==> src/rtl/mul_stage_ctrl_if.sv <==
// Op/result handshake bundle between EXE, mul_stage_ctrl and MEM/WB.
// master = surrounding pipeline, slave = mul_stage_ctrl.
interface mul_stage_ctrl_if #(
    parameter int unsigned TAG_W = 5
);
    logic             in_valid;
    logic             in_ready;
    logic [1:0]       in_op;
    logic [31:0]      in_src1;
    logic [31:0]      in_src2;
    logic [TAG_W-1:0] in_tag;
    logic             out_valid;
    logic             out_ready;
    logic [31:0]      out_result;
    logic [TAG_W-1:0] out_tag;

    modport master (
        output in_valid, in_op, in_src1, in_src2, in_tag, out_ready,
        input  in_ready, out_valid, out_result, out_tag
    );

    modport slave (
        input  in_valid, in_op, in_src1, in_src2, in_tag, out_ready,
        output in_ready, out_valid, out_result, out_tag
    );
endinterface

==> src/rtl/mul_stage_ctrl.sv <==
// Two-stage controller around the combinational multiplier: S1 drives the multiplier,
// S2 holds the selected 32-bit result. Optional perf counters under MUL_PERF_CNT_EN.
module mul_stage_ctrl #(
    parameter int unsigned TAG_W = 5
) (
    input  logic                clk,
    input  logic                reset,
    mul_stage_ctrl_if.slave     bus,
    input  logic                flush,
    output logic [31:0]         mul_x,
    output logic [31:0]         mul_y,
    output logic                mul_signed,
    input  logic [63:0]         mul_product,
    output logic                busy
`ifdef MUL_PERF_CNT_EN
    ,
    output logic [31:0]         perf_mul_cnt,
    output logic [31:0]         perf_stall_cnt
`endif
);

    logic             s1_valid_q;
    logic             s1_hi_q;
    logic             s1_signed_q;
    logic [31:0]      s1_src1_q;
    logic [31:0]      s1_src2_q;
    logic [TAG_W-1:0] s1_tag_q;
    logic             s2_valid_q;
    logic [31:0]      s2_result_q;
    logic [TAG_W-1:0] s2_tag_q;

    logic        s2_ready;
    logic        s1_adv;
    logic        in_ready;
    logic        accept;
    logic [31:0] s1_result;

    always_comb begin
        s2_ready  = ~s2_valid_q | bus.out_ready;
        s1_adv    = s1_valid_q & s2_ready & ~flush;
        in_ready  = (~s1_valid_q | s2_ready) & ~flush;
        accept    = bus.in_valid & in_ready;
        s1_result = s1_hi_q ? mul_product[63:32] : mul_product[31:0];
    end

    always_ff @(posedge clk) begin
        if (reset) begin
            s1_valid_q  <= 1'b0;
            s1_hi_q     <= 1'b0;
            s1_signed_q <= 1'b0;
            s1_src1_q   <= '0;
            s1_src2_q   <= '0;
            s1_tag_q    <= '0;
            s2_valid_q  <= 1'b0;
            s2_result_q <= '0;
            s2_tag_q    <= '0;
        end else begin
            if (flush) begin
                s1_valid_q <= 1'b0;
                s2_valid_q <= 1'b0;
            end else begin
                s1_valid_q <= accept | (s1_valid_q & ~s1_adv);
                s2_valid_q <= s1_adv | (s2_valid_q & ~bus.out_ready);
            end
            // Operands only change on accept so the multiplier inputs stay quiet when idle.
            if (accept) begin
                s1_hi_q     <= (bus.in_op == 2'b01) | (bus.in_op == 2'b10);
                s1_signed_q <= (bus.in_op == 2'b01);
                s1_src1_q   <= bus.in_src1;
                s1_src2_q   <= bus.in_src2;
                s1_tag_q    <= bus.in_tag;
            end
            if (s1_adv) begin
                s2_result_q <= s1_result;
                s2_tag_q    <= s1_tag_q;
            end
        end
    end

    assign mul_x          = s1_src1_q;
    assign mul_y          = s1_src2_q;
    assign mul_signed     = s1_signed_q;
    assign bus.in_ready   = in_ready;
    assign bus.out_valid  = s2_valid_q;
    assign bus.out_result = s2_result_q;
    assign bus.out_tag    = s2_tag_q;
    assign busy           = s1_valid_q | s2_valid_q;

`ifdef MUL_PERF_CNT_EN
    logic [31:0] perf_mul_cnt_q;
    logic [31:0] perf_stall_cnt_q;

    always_ff @(posedge clk) begin
        if (reset) begin
            perf_mul_cnt_q   <= '0;
            perf_stall_cnt_q <= '0;
        end else begin
            if (s2_valid_q & bus.out_ready & ~flush) begin
                perf_mul_cnt_q <= perf_mul_cnt_q + 32'd1;
            end
            if (bus.in_valid & ~in_ready & ~flush) begin
                perf_stall_cnt_q <= perf_stall_cnt_q + 32'd1;
            end
        end
    end

    assign perf_mul_cnt   = perf_mul_cnt_q;
    assign perf_stall_cnt = perf_stall_cnt_q;
`endif

endmodule

==> src/flat_wrapper.sv <==
// flat-port wrapper written by rule: the top's interface ports become plain ports
module mul_stage_ctrl_flat 
#(
    parameter int unsigned TAG_W = 5
)
  (clk, reset, flush, mul_x, mul_y, mul_signed, mul_product, busy, bus_in_valid, bus_in_op, bus_in_src1, bus_in_src2, bus_in_tag, bus_out_ready, bus_in_ready, bus_out_valid, bus_out_result, bus_out_tag);
  mul_stage_ctrl_if #(.TAG_W(TAG_W)) bus_i ();
  input  logic clk;
  input  logic reset;
  input  logic flush;
  output logic [31:0] mul_x;
  output logic [31:0] mul_y;
  output logic mul_signed;
  input  logic [63:0] mul_product;
  output logic busy;
  input wire logic [$bits(bus_i.in_valid)-1:0] bus_in_valid;
  input wire logic [$bits(bus_i.in_op)-1:0] bus_in_op;
  input wire logic [$bits(bus_i.in_src1)-1:0] bus_in_src1;
  input wire logic [$bits(bus_i.in_src2)-1:0] bus_in_src2;
  input wire logic [$bits(bus_i.in_tag)-1:0] bus_in_tag;
  input wire logic [$bits(bus_i.out_ready)-1:0] bus_out_ready;
  output wire logic [$bits(bus_i.in_ready)-1:0] bus_in_ready;
  output wire logic [$bits(bus_i.out_valid)-1:0] bus_out_valid;
  output wire logic [$bits(bus_i.out_result)-1:0] bus_out_result;
  output wire logic [$bits(bus_i.out_tag)-1:0] bus_out_tag;
  assign bus_i.in_valid = bus_in_valid;
  assign bus_i.in_op = bus_in_op;
  assign bus_i.in_src1 = bus_in_src1;
  assign bus_i.in_src2 = bus_in_src2;
  assign bus_i.in_tag = bus_in_tag;
  assign bus_i.out_ready = bus_out_ready;
  assign bus_in_ready = bus_i.in_ready;
  assign bus_out_valid = bus_i.out_valid;
  assign bus_out_result = bus_i.out_result;
  assign bus_out_tag = bus_i.out_tag;
  mul_stage_ctrl #(.TAG_W(TAG_W)) u_core (.clk(clk), .reset(reset), .bus(bus_i), .flush(flush), .mul_x(mul_x), .mul_y(mul_y), .mul_signed(mul_signed), .mul_product(mul_product), .busy(busy));
endmodule
==> config.mk <==
export PLATFORM = sky130hd
export DESIGN_NAME = mul_stage_ctrl_flat
export DESIGN_NICKNAME = d
export VERILOG_FILES = /design/src/rtl/mul_stage_ctrl_if.sv /design/src/rtl/mul_stage_ctrl.sv /design/src/flat_wrapper.sv
export SDC_FILE = /design/constraint.sdc
export NUM_CORES = 1
export LEC_CHECK = 0
export BUFFER_PORTS_ARGS = -buffer_cell sky130_fd_sc_hd__buf_4
export CORE_MARGIN = 5
export CORE_UTILIZATION = 47
export CTS_CLUSTER_DIAMETER = 100
export CTS_CLUSTER_SIZE = 10
export DETAILED_ROUTE_END_ITERATION = 12
export GPL_TIMING_DRIVEN = 0
export MAX_ROUTING_LAYER = met4
export PLACE_DENSITY = 0.89
export SYNTH_ARGS = -nofsm -noshare
export SYNTH_HDL_FRONTEND = slang
export SYNTH_SLANG_ARGS = --single-unit
export TNS_END_PERCENT = 100
==> constraint.sdc <==
create_clock -name clk -period 1.54 [get_ports clk]
set_input_delay 0.154 -clock clk [delete_from_list [all_inputs] [get_ports clk]]
set_output_delay 0.154 -clock clk [all_outputs]
set_load 0.02 [all_outputs]
==> flow_results.org <==
** Detailed routing
- Ratio of routed vias to standard cells :: 5.00
- # DRC :: 0
- The first routing iteration left 187 violations.
- Final WL :: 14500 um
- Vias after detailed routing :: 4462
- Routed wirelength normalized by instance count :: 16.3 um
- Length of the first detailed-routing pass in iterations :: 4
- Residual antenna-violating net count after detailed routing :: 0

** Setup path
- Nature of the critical path endpoint :: flip-flop
- Startpoint type of the worst setup path :: input pin
- R2r worst-path depth :: 6
- In this design, the stage delay of the slowest critical-path cell is 550 ps.
- Data arrives at the worst endpoint at 1770 ps.
- Along the worst path, the maximum fanout reaches 10.
- Among all stages on the critical path, the largest delay is contributed by sky130_fd_sc_hd__dlygate4sd3_1.
- Critical path start-end classification :: input pin to flip-flop
- Traced cell by cell, the critical path runs through dlygate4sd3_1 -> buf_4 -> nand2b_1 -> a21oi_2 -> buf_6 -> buf_12 -> mux2i_4.
- Required time of the critical path :: 1830 ps

** Yosys
- Post-synthesis sequential area ratio :: 42.8%
- Synth Cell Area :: 5140 sq um
- The number of nets handed over by synthesis was 634.
- Averaged over all synthesized cells, the footprint is 10.4 sq um.
- Cell variety after synth :: 24
- In this run, synthesis produced a sequential element count of 110.
- The cell count after synthesis came out at 493.
- For this run, the number of Yosys warnings is 0.

** Global routing
- Global routing used 5.07% of the available met3 tracks.
- In the global route stage, met2 resource usage came out at 39.0%.
- The first global-routing pass estimated 22700 um of wire.
- Grt ovf :: 0
- Global routing used 22.2% of the available tracks.
- The layer flagged by global routing as most heavily used is met2.
- Pin count of the biggest net entering global routing :: 17
- Vias in the first global route :: 4751
- Initial antenna violation count :: 0
- Global-route track usage on met1 :: 24.5%

** Clock network
- H-Tree Depth :: 3
- The clock drives 110 sinks.
- In this run the deepest clock path goes through 2 buffers.
- Number of CTS-inserted buffers :: 9
- TritonCTS built the clock tree.
- In this run the post-CTS setup repair buffer count came out at 0.
- Clock slew at reported path FFs :: 100 ps
- The tree is rooted in a sky130_fd_sc_hd__clkbuf_8.
- Clk_lat worst skew :: 360 ps

** Place
- At the end of routability-driven placement, the weighted congestion stood at 0.878.
- Buffers added on ports :: 243
- After detailed placement, the total cell area comes to 7140 sq um.
- Once detailed placement completed, the half-perimeter wirelength came to 11600 um.
- Worst setup timing slack at the placement stage :: 65.3 ps

** STA
- Final setup violation count :: 0
- Setup Skew :: 10.1 ps
- Normalized max-slew margin :: 79.9%
- Period minus WS final :: 1490 ps
- Final worst-path cycle share :: 96.5%
- At the pin with the least slew margin, the transition time is 294 ps.
- The number of hold-slack violations in the final timing report came to 0.
- Final worst slack :: 54.4 ps
- Derived from the worst setup path, the maximum achievable clock frequency is 673 MHz.
- Fin. max-slew vios :: 0

** Cells and area
- In the final layout, the share of cells above drive strength 1 is 41.9%.
- Final cell utilization of the core :: 68.3%
- The number of antenna diodes in the final layout is 0.
- Area used by multi-input combinational logic :: 2600 sq um
- Across the whole layout, storage elements account for 2200 sq um.
- Final instance area :: 7370 sq um
- Compared with the post-synthesis result, the final layout area differs by 43.4%.
- Fill cells in the final layout number 831.
- Leaving out fill and tap cells, the most frequent cell in the layout is sky130_fd_sc_hd__buf_4.
- The net count of the finished layout is 889.
- Leaving out fill and tap cells, the most frequent cells in the layout are sky130_fd_sc_hd__buf_4, sky130_fd_sc_hd__nand2b_1, sky130_fd_sc_hd__dfxtp_1.

** Floorplan
- Die H :: 115 um
- The floorplan step defined a die boundary enclosing 13100 sq um.
- I/O pin total :: 245
- The initial utilization of the core area, before any placement, comes to 47.6%.
- Placement Rows :: 38
- Core Region :: 10800 sq um
- The die is 115 um wide.

** Worst hold path
- The min-delay analysis places its worst path in the category input pin to flip-flop.
- Number of cells traversed by the worst hold path :: 3

** Power
- Net switching is 25.8% of the power.
- Worst ir drop on vdd :: 0.612 mV
- Leakage power :: 3.16 nW
- Per report_power, the sequential group accounts for 49.9% of the total.
- The clock network accounts for 30.3% of the total power.
- Pwr Density :: 827 nW/um^2
- Cell internal pwr :: 4.53 mW
- Power share of the combinational group :: 19.8%
- For this design the total switching power over the nets is 1.57 mW.

** Job
- Maxcap violations :: 0

** Run status
- Outcome :: finished, final reports clean
[synth_stat cells]
library cell | number | share of area [%]
sky130_fd_sc_hd__ha_1 | 1 | 0.24
sky130_fd_sc_hd__a21oi_1 | 39 | 3.8
sky130_fd_sc_hd__nor2_2 | 1 | 0.12
sky130_fd_sc_hd__a21oi_2 | 1 | 0.17
sky130_fd_sc_hd__buf_4 | 2 | 0.29
sky130_fd_sc_hd__nor2_1 | 2 | 0.15
sky130_fd_sc_hd__inv_1 | 1 | 0.073
sky130_fd_sc_hd__clkbuf_1 | 13 | 0.95
sky130_fd_sc_hd__buf_12 | 7 | 2.7
sky130_fd_sc_hd__a211oi_1 | 12 | 1.8
sky130_fd_sc_hd__a211oi_2 | 20 | 4.9
sky130_fd_sc_hd__buf_2 | 17 | 1.7
sky130_fd_sc_hd__nand2b_1 | 143 | 17
sky130_fd_sc_hd__and2b_1 | 1 | 0.15
sky130_fd_sc_hd__dfxtp_1 | 110 | 43
sky130_fd_sc_hd__nor2b_1 | 1 | 0.12
sky130_fd_sc_hd__mux2i_1 | 102 | 20
sky130_fd_sc_hd__mux2_2 | 1 | 0.22
sky130_fd_sc_hd__nor3_1 | 2 | 0.19
sky130_fd_sc_hd__or2_2 | 1 | 0.12
sky130_fd_sc_hd__o21ai_0 | 5 | 0.49
sky130_fd_sc_hd__nor2b_4 | 1 | 0.27
sky130_fd_sc_hd__nand3_1 | 5 | 0.49
sky130_fd_sc_hd__buf_6 | 5 | 1.1
[worst max-delay path, delay by kind of cell]
kind                   cells  cell delay, ps
buffers and inverters      4            1110
multiplexers               1             220
AND/OR/NAND/NOR            1             150
AO/OA/AOI/OAI              1             120
[cell type report]
type	count	share of cell area, %
multi-input combinational	338	35.3
buffer	44	4.75
clock inverter	5	1.02
sequential	110	29.9
timing repair buffer	244	24.9
inverter	1	0.0509
clock buffer	10	1.73
tap	140	2.38
[kinds of logic after synthesis]
group,count (synthesis),share of synthesized area [%]
compound gates,77,11.1
fa+ha+maj,1,0.243
buf+inv,45,6.79
flops,110,42.8
mux,103,20.1
simple gates,157,19.0
[per-layer routing]
metal  share of wire (%)  wire (um)
met1                  39       5660
met2                  50       7250
met3                 9.0       1310
met4                 2.2        323
met5                   0          0
[registers in the layout, summed over array words and instances (netlist names)]
register and flops:
u_core.bus.out_result 32, u_core.mul_x 32, u_core.mul_y 32, u_core.bus.out_tag 5, u_core.s1_tag_q 5, u_core.bus.out_valid 1, u_core.mul_signed 1, u_core.s1_hi_q 1
u_core.s1_valid_q 1
[stage by stage]
stage / total power [mW] / hold slack (ps) / std cells / setup TNS, ps
after global placement: 4.29 / 363 / 876 / 0
after floorplan: 3.74 / 233 / 493 / 0
final: 6.10 / 52.7 / 892 / 0
after detailed placement: 4.32 / 368 / 876 / 0
after CTS: 6.14 / 37.9 / 892 / 0
after global routing: 6.36 / 38.7 / 892 / -0.348
[path summary, 6_finish.rpt]
kind / to / start / slack (ps)
max: u_core.mul_x[8] / flush / 50
min: u_core.s1_tag_q[2] / bus_in_tag[2] / 50
max reg2reg: u_core.mul_x[8] / u_core.bus.out_valid / 80
min reg2reg: u_core.bus.out_tag[4] / u_core.s1_tag_q[4] / 470
[power groups by stage]
stage          Clock, mW  Sequential (mW)  Combinational, mW
6_report            1.85             3.04               1.21
3_3_place_gp           0             3.10               1.18
3_5_place_dp           0             3.11               1.22
2_1_floorplan          0             3.24              0.499
4_1_cts             1.88             3.04               1.22
5_1_grt             1.99             3.06               1.30
[timing repair]
item,4_1_cts,5_1_grt
hold buffers,1,0
resized for setup,0,5
hold endpoints to repair,2,0
endpoints found under the setup margin,0,23
No activity file was read; power rests on OpenSTA's default activity.
